`config.mk`:
```
export PLATFORM = sky130hd
export DESIGN_NAME = coax_tx_loader_flat
export DESIGN_NICKNAME = d
export VERILOG_FILES = /design/src/rtl/coax_tx_loader_pkg.sv /design/src/rtl/coax_tx_loader_if.sv /design/src/rtl/coax_tx_loader.sv /design/src/flat_wrapper.sv
export SDC_FILE = /design/constraint.sdc
export NUM_CORES = 1
export LEC_CHECK = 0
export BUFFER_PORTS_ARGS = -buffer_cell sky130_fd_sc_hd__buf_4
export CAP_MARGIN = 20
export CELL_PAD_IN_SITES_DETAIL_PLACEMENT = 0
export CELL_PAD_IN_SITES_GLOBAL_PLACEMENT = 2
export CORE_MARGIN = 1.5
export CORE_UTILIZATION = 29
export CTS_CLUSTER_DIAMETER = 120
export CTS_CLUSTER_SIZE = 20
export DETAILED_ROUTE_END_ITERATION = 6
export PLACE_DENSITY_LB_ADDON = 0.1
export SLEW_MARGIN = 20
export SYNTH_ARGS = -nofsm -noshare
export SYNTH_HDL_FRONTEND = slang
export SYNTH_SLANG_ARGS = --single-unit
```
`constraint.sdc`:
```
create_clock -name clk -period 2.8 [get_ports clk]
set_input_delay 0.84 -clock clk [delete_from_list [all_inputs] [get_ports clk]]
set_output_delay 0.84 -clock clk [all_outputs]
set_load 0.02 [all_outputs]
```
`src/rtl/coax_tx_loader_pkg.sv`:
```
// Shared types and constants for the coax transmit loader.
package coax_tx_loader_pkg;

  localparam int unsigned BYTE_W     = 8;
  localparam int unsigned WORD_W     = 10;
  localparam int unsigned WL_W       = 16;
  localparam int unsigned REPEAT_BIT = 7;

  typedef enum logic [2:0] {
    ST_LOW    = 3'd0,
    ST_HIGH   = 3'd1,
    ST_CNT_HI = 3'd2,
    ST_CNT_LO = 3'd3,
    ST_LOAD   = 3'd4,
    ST_START  = 3'd5
  } state_t;

  // States in which the loader takes a host byte.
  function automatic logic accepts_byte(input state_t s);
    return (s == ST_LOW) || (s == ST_HIGH) || (s == ST_CNT_HI) || (s == ST_CNT_LO);
  endfunction

endpackage

```
`src/rtl/coax_tx_loader_if.sv`:
```
// Host byte stream plus transmit-buffer write bus seen by the loader.
interface coax_tx_loader_if;
  import coax_tx_loader_pkg::*;

  logic [BYTE_W-1:0] byte_data;
  logic              byte_valid;
  logic              byte_last;
  logic              byte_ready;
  logic [WORD_W-1:0] tx_data;
  logic              tx_load_strobe;
  logic              tx_start_strobe;
  logic              tx_full;

  // Loader side: consumes host bytes, drives the transmit buffer.
  modport master (
    input  byte_data, byte_valid, byte_last, tx_full,
    output byte_ready, tx_data, tx_load_strobe, tx_start_strobe
  );

  // Environment side: host feeding bytes and buffer reporting full.
  modport slave (
    output byte_data, byte_valid, byte_last, tx_full,
    input  byte_ready, tx_data, tx_load_strobe, tx_start_strobe
  );

endinterface

```
`src/rtl/coax_tx_loader.sv`:
```
// Assembles 10-bit coax words from host bytes (with run-length repeat),
// writes them into the transmit buffer and requests start per message.
module coax_tx_loader
  import coax_tx_loader_pkg::*;
#(
  parameter bit          ENABLE_REPEAT = 1'b1,
  parameter int unsigned COUNT_WIDTH   = 16
) (
  input  logic             clk,
  input  logic             reset,
  coax_tx_loader_if.master bus,
  output logic             busy,
  output logic             error,
  output logic [WL_W-1:0]  words_loaded
);

  state_t                 state;
  state_t                 state_nxt;
  logic [COUNT_WIDTH-1:0] count;
  logic [COUNT_WIDTH-1:0] count_rx;
  logic                   last_flag;
  logic                   first_word;
  logic                   take;
  logic                   can_load;
  logic                   repeat_req;
  logic                   count_done;
  logic                   load_fire;
  logic                   start_fire;
  logic                   error_fire;

  assign take       = bus.byte_valid && bus.byte_ready;
  // Back-off one cycle after each load so a full flag raised by that load is seen.
  assign can_load   = !bus.tx_full && !bus.tx_load_strobe;
  assign repeat_req = ENABLE_REPEAT && bus.byte_data[REPEAT_BIT];
  assign count_rx   = {count[COUNT_WIDTH-1:BYTE_W], bus.byte_data};
  assign count_done = (count == COUNT_WIDTH'(1));

  // Next-state and one-cycle event decode.
  always_comb begin
    state_nxt  = state;
    load_fire  = 1'b0;
    start_fire = 1'b0;
    error_fire = 1'b0;
    unique case (state)
      ST_LOW: begin
        if (take) begin
          if (bus.byte_last) error_fire = 1'b1;
          else               state_nxt  = ST_HIGH;
        end
      end
      ST_HIGH: begin
        if (take) begin
          if (repeat_req) begin
            if (bus.byte_last) begin
              error_fire = 1'b1;
              state_nxt  = ST_LOW;
            end else begin
              state_nxt  = ST_CNT_HI;
            end
          end else if (can_load) begin
            load_fire = 1'b1;
            state_nxt = bus.byte_last ? ST_START : ST_LOW;
          end else begin
            state_nxt = ST_LOAD;
          end
        end
      end
      ST_CNT_HI: begin
        if (take) begin
          if (bus.byte_last) begin
            error_fire = 1'b1;
            state_nxt  = ST_LOW;
          end else begin
            state_nxt  = ST_CNT_LO;
          end
        end
      end
      ST_CNT_LO: begin
        if (take) begin
          if (count_rx == '0) state_nxt = bus.byte_last ? ST_START : ST_LOW;
          else                state_nxt = ST_LOAD;
        end
      end
      ST_LOAD: begin
        if (can_load) begin
          load_fire = 1'b1;
          if (count_done) state_nxt = last_flag ? ST_START : ST_LOW;
        end
      end
      ST_START: begin
        // Hold off while the final load is still on the bus so the buffer flags settle.
        if (!bus.tx_load_strobe) begin
          start_fire = 1'b1;
          state_nxt  = ST_LOW;
        end
      end
      default: state_nxt = ST_LOW;
    endcase
  end

  // State register and registered control outputs.
  always_ff @(posedge clk) begin
    if (reset) begin
      state               <= ST_LOW;
      bus.byte_ready      <= 1'b0;
      bus.tx_load_strobe  <= 1'b0;
      bus.tx_start_strobe <= 1'b0;
      busy                <= 1'b0;
      error               <= 1'b0;
    end else begin
      state               <= state_nxt;
      bus.byte_ready      <= accepts_byte(state_nxt);
      bus.tx_load_strobe  <= load_fire;
      bus.tx_start_strobe <= start_fire;
      busy                <= (state_nxt != ST_LOW);
      error               <= error_fire;
    end
  end

  // Word, repeat count, message flags and load counter.
  always_ff @(posedge clk) begin
    if (reset) begin
      bus.tx_data  <= '0;
      count        <= '0;
      last_flag    <= 1'b0;
      first_word   <= 1'b1;
      words_loaded <= '0;
    end else begin
      if (take) begin
        unique case (state)
          ST_LOW:    bus.tx_data[BYTE_W-1:0] <= bus.byte_data;
          ST_HIGH: begin
            bus.tx_data[WORD_W-1:BYTE_W] <= bus.byte_data[WORD_W-BYTE_W-1:0];
            last_flag                    <= bus.byte_last;
            count                        <= COUNT_WIDTH'(1);
          end
          ST_CNT_HI: count[COUNT_WIDTH-1:BYTE_W] <= bus.byte_data;
          ST_CNT_LO: begin
            count     <= count_rx;
            last_flag <= bus.byte_last;
          end
          default: ;
        endcase
      end

      if ((state == ST_LOAD) && load_fire) count <= count - COUNT_WIDTH'(1);

      if (take && (state == ST_LOW) && first_word && !bus.byte_last)
        words_loaded <= '0;
      else if (load_fire && (words_loaded != '1))
        words_loaded <= words_loaded + WL_W'(1);

      if (error_fire || start_fire)
        first_word <= 1'b1;
      else if (take && (state == ST_LOW))
        first_word <= 1'b0;
    end
  end

endmodule

```
`src/flat_wrapper.sv`:
```
// flat-port wrapper written by rule: the top's interface ports become plain ports
module coax_tx_loader_flat import coax_tx_loader_pkg::*;
#(
  parameter bit          ENABLE_REPEAT = 1'b1,
  parameter int unsigned COUNT_WIDTH   = 16
)
  (clk, reset, busy, error, words_loaded, bus_byte_data, bus_byte_valid, bus_byte_last, bus_tx_full, bus_byte_ready, bus_tx_data, bus_tx_load_strobe, bus_tx_start_strobe);
  coax_tx_loader_if bus_i ();
  input  logic clk;
  input  logic reset;
  output logic busy;
  output logic error;
  output logic [WL_W-1:0] words_loaded;
  input wire logic [$bits(bus_i.byte_data)-1:0] bus_byte_data;
  input wire logic [$bits(bus_i.byte_valid)-1:0] bus_byte_valid;
  input wire logic [$bits(bus_i.byte_last)-1:0] bus_byte_last;
  input wire logic [$bits(bus_i.tx_full)-1:0] bus_tx_full;
  output wire logic [$bits(bus_i.byte_ready)-1:0] bus_byte_ready;
  output wire logic [$bits(bus_i.tx_data)-1:0] bus_tx_data;
  output wire logic [$bits(bus_i.tx_load_strobe)-1:0] bus_tx_load_strobe;
  output wire logic [$bits(bus_i.tx_start_strobe)-1:0] bus_tx_start_strobe;
  assign bus_i.byte_data = bus_byte_data;
  assign bus_i.byte_valid = bus_byte_valid;
  assign bus_i.byte_last = bus_byte_last;
  assign bus_i.tx_full = bus_tx_full;
  assign bus_byte_ready = bus_i.byte_ready;
  assign bus_tx_data = bus_i.tx_data;
  assign bus_tx_load_strobe = bus_i.tx_load_strobe;
  assign bus_tx_start_strobe = bus_i.tx_start_strobe;
  coax_tx_loader #(.ENABLE_REPEAT(ENABLE_REPEAT), .COUNT_WIDTH(COUNT_WIDTH)) u_core (.clk(clk), .reset(reset), .bus(bus_i), .busy(busy), .error(error), .words_loaded(words_loaded));
endmodule
```
# After elaboration in Yosys (flattened, before gate mapping)

Index checks and enable logic that the tools add are counted.

Flip-flop bits (word level): 52
Bits in latches: 0
Bits in writable memories: 0
ROM bits: 0
Input port bits: 13
Output and inout port bits: 31
Word-level logic and storage cells: 86
Memories kept: 0

$add $sub $neg: 2
$mul: 0
Div/mod/pow operators: 0
Magnitude comparators: 0
Eq/ne operators: 10
Shift operators: 0
Mux-type cells: 31
Bitwise logic cells: 0
Reduce and logical (&&, ||, !) cells: 30

Operator list:

| kind                                                 | count |
|---|---|
| two-way mux 3 bit                                    | 13 |
| two-way mux 16 bit                                   | 2 |
| case mux 8 bit (2 select lines)                      | 2 |
| case mux 3 bit (6 select lines)                      | 1 |
| adder 16 x 1 -> 16 bit, second input constant        | 1 |
| equality test 16 x 1 -> 1 bit, second input constant | 1 |
| zero test 16 bit                                     | 1 |
| != test 16 bit, second input constant                | 1 |
| subtractor 16 x 1 -> 16 bit, second input constant   | 1 |
| equality test 3 x 2 -> 1 bit, second input constant  | 4 |
| AND reduction 2 bit                                  | 5 |
| two-way mux 1 bit                                    | 9 |
| nonzero test 3 bit                                   | 3 |
| OR reduction 2 bit                                   | 4 |
| logical AND 1 bit                                    | 7 |
| equality test 3 x 1 -> 1 bit, second input constant  | 2 |
| equality test 3 bit, second input constant           | 2 |
| zero test 3 bit                                      | 2 |
| logical OR 1 bit                                     | 4 |
| two-way mux 2 bit                                    | 2 |
| case mux 1 bit (2 select lines)                      | 2 |
| zero test 1 bit                                      | 3 |
| nonzero test 2 bit                                   | 1 |

# Depth between registers and ports, before layout

Gate-level depths: netlist (run 1).

Depth in word-level cells: 10
Depth in mapped cells: 7
Mapped depth without buffers: 7

# Worst setup path after synthesis (run 1)

OpenSTA, ideal clock, no wires.

Kind: input -> register
Start point: in bus_byte_data[7]
End point: reg u_core.busy
Library setup time: 0.130 ns
Arrival: 2.123 ns
Required time: 2.670 ns
Slack: 0.547 ns
Stages: 7
Buffers on the path: 1
Path through: clkbuf_1 -> nor2_1 -> a32oi_1 -> o22ai_1 -> or3_1 -> nor3b_1 -> o31ai_1

Word-level cells in the longest chain between the ends: 5
Elaborated cells on any way between the ends: 7
Classes of those cells: mux: 5; reduce/logical: 2

Ends and longest elaborated chain:

| item                                | line                  | source |
|---|---|---|
| start: declaration                  | flat_wrapper.sv:14    | `input wire logic [$bits(bus_i.byte_data)-1:0] bus_byte_data;` |
| zero test 16 bit                    | coax_tx_loader.sv:80  | `if (count_rx == '0) state_nxt = bus.byte_last ? ST_START : ST_LOW;` |
| two-way mux 3 bit                   | coax_tx_loader.sv:80  |  |
| two-way mux 3 bit                   | coax_tx_loader.sv:79  | `if (take) begin` |
| case mux 3 bit (6 select lines) (*) | coax_tx_loader.sv:44  | `unique case (state)` |
| nonzero test 3 bit (*)              | coax_tx_loader.sv:115 | `busy <= (state_nxt != ST_LOW);` |
| end signal: assignment              | coax_tx_loader.sv:115 |  |
| end: declaration                    | coax_tx_loader.sv:12  | `output logic busy,` |

Mark *: on every way between the ends. The rest lies on a longest branch, timed or not.
A chain may end at the register's enable or synchronous reset.

# Worst setup path after layout (run 1)

Start point: reg u_core.state[0]
End point: reg u_core.words_loaded[6]

Word-level cells in the longest chain between the ends: 5
Elaborated cells on any way between the ends: 9
Classes of those cells: eq/ne: 2; mux: 1; reduce/logical: 6

Ends and longest elaborated chain:

| item                                | line                  | source |
|---|---|---|
| start: declaration                  | coax_tx_loader.sv:17  | `state_t state;` |
| start signal: assignment            | coax_tx_loader.sv:111 | `state <= state_nxt;` |
| zero test 3 bit                     | coax_tx_loader.sv:148 | `if (take && (state == ST_LOW) && first_word && !bus.byte_last)` |
| logical AND 1 bit (3 in series)     | coax_tx_loader.sv:148 |  |
| OR reduction 2 bit (no source line) | n/a                   |  |
| end signal: assignment              | coax_tx_loader.sv:151 | `words_loaded <= words_loaded + WL_W'(1);` |
| end: declaration                    | coax_tx_loader.sv:14  | `output logic [WL_W-1:0] words_loaded` |

Parallel ways exist; a longest one is shown, timed or not.

==> flow_summary.toml, run 1 <==
[die]
die_w_um = 98.96
fp-row-count = 34
die_area_um2 = 9792
start_util = 0.3032
core_area_um2 = 8806
chipHeight_um = 98.96
io_pins = 44

[worst_hold_path]
whs_path_depth = 2
hp-start = "u_core.bus.tx_data[1]"
worstHoldPathType = "reg2reg"
holdPathEnd = "u_core.bus.tx_data[1]"

[synthesis]
yosys.area_share.xor_xnor = 0.03608
ys_ff_latch = 52
synth_top_cell_by_area = "dfxtp_1"
synthFlopType = "dfxtp_1"
ys_types = 54
synth_area_per_cell_um2 = 8.042
syn-num-nets = 348
synthSimpleGateAreaFrac = 0.3327
yosysSeqAreaShare = 0.3899
synth_edf_count = 0
synth.area.mux_share = 0.02296
syn_inst = 332
synth_area_leaders = "dfxtp_1 39%, nand2_1 6.3%, nor2_1 5.3%, a21oi_1 4.9%, xnor2_1 3.3%"
synth_top_family_by_area = "simple AND/OR/NAND/NOR gates"
yosysWarnings = 0
synth-compound-area-share = 0.1710
yosys.area.top_type_share = 0.3899
synthAdderAreaFrac = 0.01406
synth.cell_area_um2 = 2670
synthArstFlopShare = 0

[clocking]
root_buffer = "clkbuf_8"
insertion_delay_ns = 0.30
numCtsBuffers = 5
holdBufCountCts = 0
path_clk_slew_ns = 0.10
cts_resized = 0
clockBufferDepth = 2
h-tree-depth = 2
post_cts_buffers = 0
cts_tree = "yes"
cts.sinks = 52

[placement]
dp_hpwl_um = 5788
place_ws_ns = 0.3051
gp_congestion = 0.7372
place_inst = 475
port_buffers = 43

[critical_path]
cp_top_family = "simple AND/OR/NAND/NOR gates"
slowest_delay_ns = 0.56
r2r_setup_slack_ns = 0.64
cp.arrival_ns = 2.36
start_kind = "flop"
path_buf_inv = 0
worstSetupPathType = "reg2reg"
crit_path_cell_trace = "nand2b_1, o31ai_4, nand4_1, nor4b_2, xnor2_1, nor2_1"
r2r_end = "u_core.words_loaded[6]"
endpoint_kind = "flop"
crit_required_ns = 2.99
r2r_start = "u_core.state[0]"
path_max_fanout = 13
critPathSlowestCell = "dfxtp_1"
reg2reg_depth = 6

[sta]
relSlewSlack = 0.5373
maxSlewViolCount = 0
finalSetupViolCount = 0
clock-skew-final_ns = 0.004318
hold_violations = 0
worst_slack_ns = 0.6358
period_share = 0.7729
fmax_mhz = 462.1
rsz0062_at_grt = "false"
worst_pin_slew_ns = 0.6915
fin_crit_ns = 2.164
setup_tns_ns = 0

[cells_and_area]
layout.cells.non_filler = 483
nFillCells = 944
diodes = 0
area_delta_synth_final_pct = 20.29
fin_util = 0.3647
nets = 390
drive_above_1_share = 0.1840

[grt]
antenna_found_initial = 0
overflow = 0
grt_first_pass_wirelength_um = 12740
grt_use_total = 0.1655
grt_pass1_vias = 2391
grt_max_degree = 22

[routing]
drc = 2
drt-pass1-iter-count = 6
vias = 2548
wire_per_inst_um = 16.52
initialDrtViolationCount = 115
drtAntennaViolNets = 0
vias_per_cell = 5.275
wirelength_um = 7979

[pwr]
vdd_drop_max_mv = 0.1890
p_leak_nw = 1.168
p_per_area_nw_per_um2 = 432.0

[outcome]
violations = "DRC"
status = "finished, violations left"

[job]
drv_cap = 0
[routing by layer]
metal / up-vias / share of wire / global-route usage
li1: 1281 / - / -
met1: 1202 / 0.49 / 0.2331
met2: 60 / 0.45 / 0.2637
met3: 5 / 0.047 / 0.02979
met4: 0 / 0.0071 / 0.03626
met5: - / 0 / 0
[Yosys cell counts (6+ instances only)]
cell type	number
nor2_1	38
xnor2_1	10
or3_1	6
a21oi_1	26
nand4_1	6
dfxtp_1	52
inv_1	7
nor3_1	11
o21ai_0	11
a31oi_1	7
nor4_1	7
nand3_1	16
nand2_1	45
clkbuf_1	10
[sequential cells by signal, indices dropped and copies added (netlist names)]
name / cells
u_core.bus.tx_data: 10
u_core.bus.byte_ready: 1
u_core.words_loaded: 16
u_core.state: 3
u_core.error: 1
u_core.busy: 1
u_core.bus.tx_load_strobe: 1
u_core.bus.tx_start_strobe: 1
u_core.last_flag: 1
u_core.count: 16
u_core.first_word: 1
[worst max path at each step]
stage	startpoint	cells past startpoint	slack, ns	end
2_1_floorplan	bus_byte_data[7]	7	0.55	u_core.busy
3_3_place_gp	bus_byte_valid	7	0.33	u_core.words_loaded[10]
3_5_place_dp	bus_byte_valid	7	0.31	u_core.words_loaded[6]
4_1_cts	u_core.state[0]	6	0.61	u_core.words_loaded[4]
5_1_grt	u_core.state[0]	6	0.38	u_core.words_loaded[7]
6_report	u_core.state[0]	6	0.64	u_core.words_loaded[6]
[cells in the final DEF (no fill, tap or decap), types with 3 or more instances in the layout]
cell and n:
dfxtp_1 52, buf_4 50, nand2_1 45, nor2_1 38, a21oi_1 26, nand3_1 16, o21ai_0 11, nor3_1 11
xnor2_1 10, inv_1 7, nor4_1 7, a31oi_1 7, nand4_1 6, or3_1 6, clkbuf_8 6, and2_1 5
nor3b_1 5, a211oi_1 5, mux2i_1 5, and3_1 4, nand2b_1 3, o41ai_1 3, o211ai_1 3, a32oi_1 3
a22oi_1 3, ha_1 3
[per-stage QoR]
step           hold WS [ns]  cell area, µm²  power (mW)
6_report             0.4621            3212       1.387
5_1_grt              0.4912            3212       1.455
4_1_cts              0.4653            3212       1.411
3_5_place_dp         0.4507            3118      0.9420
3_3_place_gp         0.4441            3118      0.9431
2_1_floorplan        0.4496            2670      0.8741
[power breakdown]
part / internal [mW] / leakage (nW) / switching, mW
Clock: 0.202 / 0.0445 / 0.262
Sequential: 0.754 / 0.421 / 0.0127
Combinational: 0.0583 / 0.703 / 0.0979
[final cells by class]
cell class | instances | area [µm²] | share of cell area
multi-input cells | 258 | 1540 | 0.4795
clock inverters | 1 | 7.507 | 0.002337
repair buffers | 50 | 375.4 | 0.1169
well taps | 108 | 135.1 | 0.04207
flip-flops and latches | 52 | 1041 | 0.3241
clock buffers | 7 | 86.33 | 0.02688
inverters | 7 | 26.28 | 0.008181
[worst min-delay path: cells and delay by family, from the launching register on]
kind | cells | cell delay (ns)
and+or+nand+nor | 1 | 0.05
AOI/OAI and AO/OA | 1 | 0.05
DFF | 1 | 0.32
[logic make-up after synthesis]
family,count (synthesis)
XOR/XNOR,11
buffers and inverters,22
AND/OR/NAND/NOR,167
adder cells (fa/ha/maj),3
AO/OA/AOI/OAI,71
flip-flops,52
multiplexers,6
Note: power is estimated with default switching activity, not from simulation.
==> run 2, diff against run 1 <==
==> constraint.sdc (replaced) <==
create_clock -name clk -period 2 [get_ports clk]
set_input_delay 0.6 -clock clk [delete_from_list [all_inputs] [get_ports clk]]
set_output_delay 0.6 -clock clk [all_outputs]
set_load 0.02 [all_outputs]
==> run 2 against run 1 <==
The flow still finishes with violations (DRC). Global-route usage increased by 1.2 points. Total power increased by 42%. Sequential cell count unchanged. Via count increased by 5.4%. Final area increased by 14%.
==> flow_summary.toml, run 2 (synthesized netlist as in run 1, its figures left out) <==
[sta]
worst_slack_ns = 0.09990
hold_ws_ns = 0.4587
clock-skew-final_ns = 0.009799
worst_pin_slew_ns = 0.4264
maxSlewViolCount = 0
fmax_mhz = 526.3
fin_crit_ns = 1.900
finalSetupViolCount = 0
setup_tns_ns = 0
relSlewSlack = 0.7147
period_share = 0.9500
hold_violations = 0

[grt]
antenna_found_initial = 0
grt_pass1_vias = 2680
overflow = 0
grt_use_total = 0.1773
grt_max_degree = 29
grt_first_pass_wirelength_um = 13760

[critical_path]
worstSetupPathType = "reg2reg"
slowest_delay_ns = 0.33
critPathSlowestCell = "dfxtp_1"
r2r_setup_slack_ns = 0.1
endpoint_kind = "flop"
cp_common_cell = "buf_4"
crit_path_cell_trace = "buf_4, buf_4, nor3b_4, buf_6, nand2_1, nor4_4, or3_4, nor3b_2, o31ai_1"
path_max_fanout = 8
cp_top_family = "simple AND/OR/NAND/NOR gates"
path_buf_inv = 3
cp.arrival_ns = 2.13
crit_required_ns = 2.23
start_kind = "flop"

[outcome]
violations = "DRC"
status = "finished, violations left"

[cells_and_area]
drive_above_1_share = 0.3038
diodes = 0
final_cell_mix = "91 x buf_4, 50 x dfxtp_1, 45 x nand2_1"
area_delta_synth_final_pct = 36.74
mostFrequentLayoutCell = "buf_4"
fin_util = 0.4146
nets = 433
stdcell_area_um2 = 3651
top_regs = "u_core.count x16, u_core.words_loaded x16, u_core.bus.tx_data x10"

[routing]
vias = 2686
vias_per_cell = 5.106
drt-pass1-iter-count = 6
drc = 4
initialDrtViolationCount = 94
wire_per_inst_um = 15.77
wirelength_um = 8296
drtAntennaViolNets = 0

[clocking]
numCtsBuffers = 5
cts_tree = "yes"
root_buffer = "clkbuf_8"
h-tree-depth = 2
path_clk_slew_ns = 0.10
cts.sinks = 52
insertion_delay_ns = 0.31
clockBufferDepth = 2

[placement]
dp_hpwl_um = 6198
port_buffers = 43
gp_congestion = 0.7810
place_ws_ns = -0.08687
place_area_um2 = 3416

[die]
start_util = 0.3032
chipHeight_um = 98.96
die_w_um = 98.96
die_area_um2 = 9792
core_area_um2 = 8806
io_pins = 44
fp-row-count = 34

[job]
drv_cap = 0

[pwr]
p_leak_nw = 1.419
p_per_area_nw_per_um2 = 537.8
vdd_drop_max_mv = 0.2632

[worst_hold_path]
worstHoldPathType = "reg2reg"
run 2: through the flow:
step	power, mW	std cells
floorplan	1.224	332
global placement	1.356	513
detailed placement	1.356	513
CTS	1.989	521
global route	2.062	526
finish	1.964	526
run 2: power breakdown:
group	switching [mW]	total, mW	leakage (nW)	internal, mW
logic	0.154	0.274	0.956	0.119
registers	0.0141	1.07	0.422	1.06
clock network	0.369	0.620	0.0414	0.250
total	0.538	1.96	1.42	1.43
run 2: what timing repair did:
item | in CTS | in global routing
setup buffers | 0 | 5
gates resized for setup | 0 | 20
hold endpoints to repair | 0 | 0
endpoints found under the setup margin | 0 | 13
hold buffers | 0 | 0
run 2: cell type report:
class                      count  area, µm²
clock buffer                   6      72.57
clock inverter                 2      16.27
fill                         944       5155
inverter                       7      26.28
multi-input combinational    258       1643
sequential                    52       1044
tap                          108      135.1
timing repair buffer          93      714.4
run 2: layer usage:
| metal | routed length, µm | GRT usage | vias up |
|---|---|---|---|
| met5 | 0 | 0 | - |
| met4 | 96 | 0.04505 | 0 |
| met3 | 231 | 0.02837 | 10 |
| met2 | 3818 | 0.2897 | 45 |
| met1 | 4149 | 0.2441 | 1255 |
| li1 | - | - | 1376 |
run 2: worst paths after layout:
| path | start | to | cells after the start |
|---|---|---|---|
| setup reg to reg | u_core.state[2] | u_core.busy | 9 |
| hold reg to reg | u_core.bus.tx_data[2] | u_core.bus.tx_data[2] | 2 |
| setup / recovery | u_core.state[2] | u_core.busy | 9 |
| hold / removal | u_core.bus.tx_data[2] | u_core.bus.tx_data[2] | 2 |
run 2: tightest hold or removal path: stages (launching register included):
cell,delay (ns)
dfxtp_1,0.32
nand2_1,0.05
a21oi_1,0.05
==> run 3, diff against run 2 <==
--- a/config.mk
+++ b/config.mk
@@ -9,6 +9,7 @@
 export CAP_MARGIN = 20
 export CELL_PAD_IN_SITES_DETAIL_PLACEMENT = 0
 export CELL_PAD_IN_SITES_GLOBAL_PLACEMENT = 2
+export CORE_ASPECT_RATIO = 1.1
 export CORE_MARGIN = 1.5
 export CORE_UTILIZATION = 29
 export CTS_CLUSTER_DIAMETER = 120
==> run 3 against run 2 <==
The run now ends clean. Global-route usage grew 0.14 points. Combinational power shrank 2%. Worst setup slack lost 0.012 ns. Final area grew 0.41%. Worst hold slack gained 0.0061 ns. First-iteration DRC count shrank 13%. Sequential power is essentially flat. Highest routed layer unchanged. Sequential cell count is the same. Maximum frequency shrank 0.64%.
==> flow_summary.toml, run 3 (synthesized netlist as in run 1, its figures left out) <==
[outcome]
status = "complete, no violations"

[sta]
period_share = 0.9562
worst_pin_slew_ns = 0.4255
maxSlewViolCount = 0
rsz0062_at_grt = "true"
fmax_mhz = 522.9
worst_slack_ns = 0.08759
fin_crit_ns = 1.912
finalSetupViolCount = 0
hold_ws_ns = 0.4648
hold_violations = 0
clock-skew-final_ns = 0.008191
relSlewSlack = 0.7153

[cells_and_area]
diodes = 0
area_delta_synth_final_pct = 37.30
stdcell_area_um2 = 3666
final_cell_mix = "92 x buf_4, 51 x dfxtp_1, 45 x nand2_1"
top_regs = "u_core.count x16, u_core.words_loaded x16, u_core.bus.tx_data x10"
layout.cells.non_filler = 531
drive_above_1_share = 0.2902
mostFrequentLayoutCell = "buf_4"
nets = 433

[placement]
dp_hpwl_um = 6326
port_buffers = 43
place_ws_ns = -0.06420
gp_congestion = 0.7948
place_area_um2 = 3446
place_inst = 522

[grt]
grt_first_pass_wirelength_um = 13680
antenna_found_initial = 0
grt_max_degree = 21
overflow = 0
grt_pass1_vias = 2717
grt_use_total = 0.1788

[critical_path]
start_kind = "flop"
critPathSlowestCell = "or4_1"
crit_required_ns = 2.25
r2r_setup_slack_ns = 0.09
reg2reg_depth = 6
path_max_fanout = 11
path_buf_inv = 1
cp.arrival_ns = 2.17
path_depth = 6
crit_path_cell_trace = "buf_4, nand2b_1, o31ai_4, nand2_4, or4_1, a21oi_1"
r2r_end = "u_core.words_loaded[15]"
cp_top_family = "simple AND/OR/NAND/NOR gates"
critical_path.startpoint = "u_core.state[1]"
crit_end = "u_core.words_loaded[15]"
slowest_delay_ns = 0.51
worstSetupPathType = "reg2reg"
endpoint_kind = "flop"
r2r_start = "u_core.state[1]"

[clocking]
cts_tree = "yes"
h-tree-depth = 2
root_buffer = "clkbuf_8"
cts.sinks = 52
insertion_delay_ns = 0.31
path_clk_slew_ns = 0.10
holdBufCountCts = 0
numCtsBuffers = 5
clockBufferDepth = 2

[pwr]
p_leak_nw = 1.448
p_per_area_nw_per_um2 = 602.5
vdd_drop_max_mv = 0.2670
clockPowerShare = 0.394
p_int_mw = 1.667
swShare = 0.2453
seqPwrFrac = 0.484
combinationalPowerShare = 0.121
switching_power_mw = 0.5417

[routing]
vias = 2723
initialDrtViolationCount = 82
drt-pass1-iter-count = 4
vias_per_cell = 5.128
drc = 0
wirelength_um = 8426
wire_per_inst_um = 15.87
drtAntennaViolNets = 0

[die]
fp-row-count = 36
die_area_um2 = 9792
start_util = 0.2994
chipHeight_um = 103.6
core_area_um2 = 8919
io_pins = 44
die_w_um = 94.49

[job]
drv_cap = 0

[worst_hold_path]
worstHoldPathType = "reg2reg"
[run 3: how the worst min path moves through the flow]
stage	startpoint	endpoint	slack, ns	cells after the start
finish	u_core.bus.tx_data[3]	u_core.bus.tx_data[3]	0.46	2
global route	u_core.bus.tx_data[0]	u_core.bus.tx_data[0]	0.49	2
CTS	u_core.bus.tx_data[3]	u_core.bus.tx_data[3]	0.47	2
detailed placement	u_core.bus.tx_data[3]	u_core.bus.tx_data[3]	0.45	2
global placement	u_core.bus.tx_data[0]	u_core.bus.tx_data[0]	0.45	2
floorplan	u_core.last_flag	u_core.last_flag	0.45	2
[run 3: final cells by class]
type / instances / area, µm²
inverter: 7 / 26.28
fill: 946 / 5253
sequential: 52 / 1042
multi-input combinational: 258 / 1615
timing repair buffer: 93 / 710.7
clock inverter: 2 / 60.06
clock buffer: 5 / 68.82
tap: 114 / 142.6
[run 3: power groups by stage]
stage	sequential, mW	clock [mW]	combinational (mW)
floorplan	1.11	0	0.114
global placement	1.09	0	0.265
detailed placement	1.09	0	0.266
CTS	1.07	0.909	0.267
global route	1.07	0.935	0.295
finish	1.07	0.871	0.268
[run 3: per-stage QoR]
| stage | util | power (mW) | TNS [ns] |
|---|---|---|---|
| 4_1_cts | 0.4015 | 2.246 | 0 |
| 2_1_floorplan | - | 1.224 | 0 |
| 3_3_place_gp | 0.3864 | 1.359 | -0.05642 |
| 5_1_grt | 0.4111 | 2.303 | -0.03016 |
| 3_5_place_dp | 0.3864 | 1.360 | -0.3265 |
| 6_report | 0.4111 | 2.209 | 0 |
[run 3: timing repair]
action / CTS / global route
setup endpoints to repair: 1 / 12
resized for setup: 1 / 12
pin swaps: 0 / 2
setup buffers: 0 / 2
[run 3: layer usage]
layer | track usage | part of all wire | vias to the layer above
met5 | 0 | 0 | -
met4 | 0.06716 | 0.026 | 0
met3 | 0.02863 | 0.031 | 11
met2 | 0.3052 | 0.49 | 58
met1 | 0.2218 | 0.45 | 1287
li1 | - | - | 1367
[run 3: worst min-delay path: cells and delay by family, from the launching register on]
| kind | cells | cell delay [ns] |
|---|---|---|
| flops | 1 | 0.32 |
| compound gates | 1 | 0.05 |
| simple gates | 1 | 0.05 |
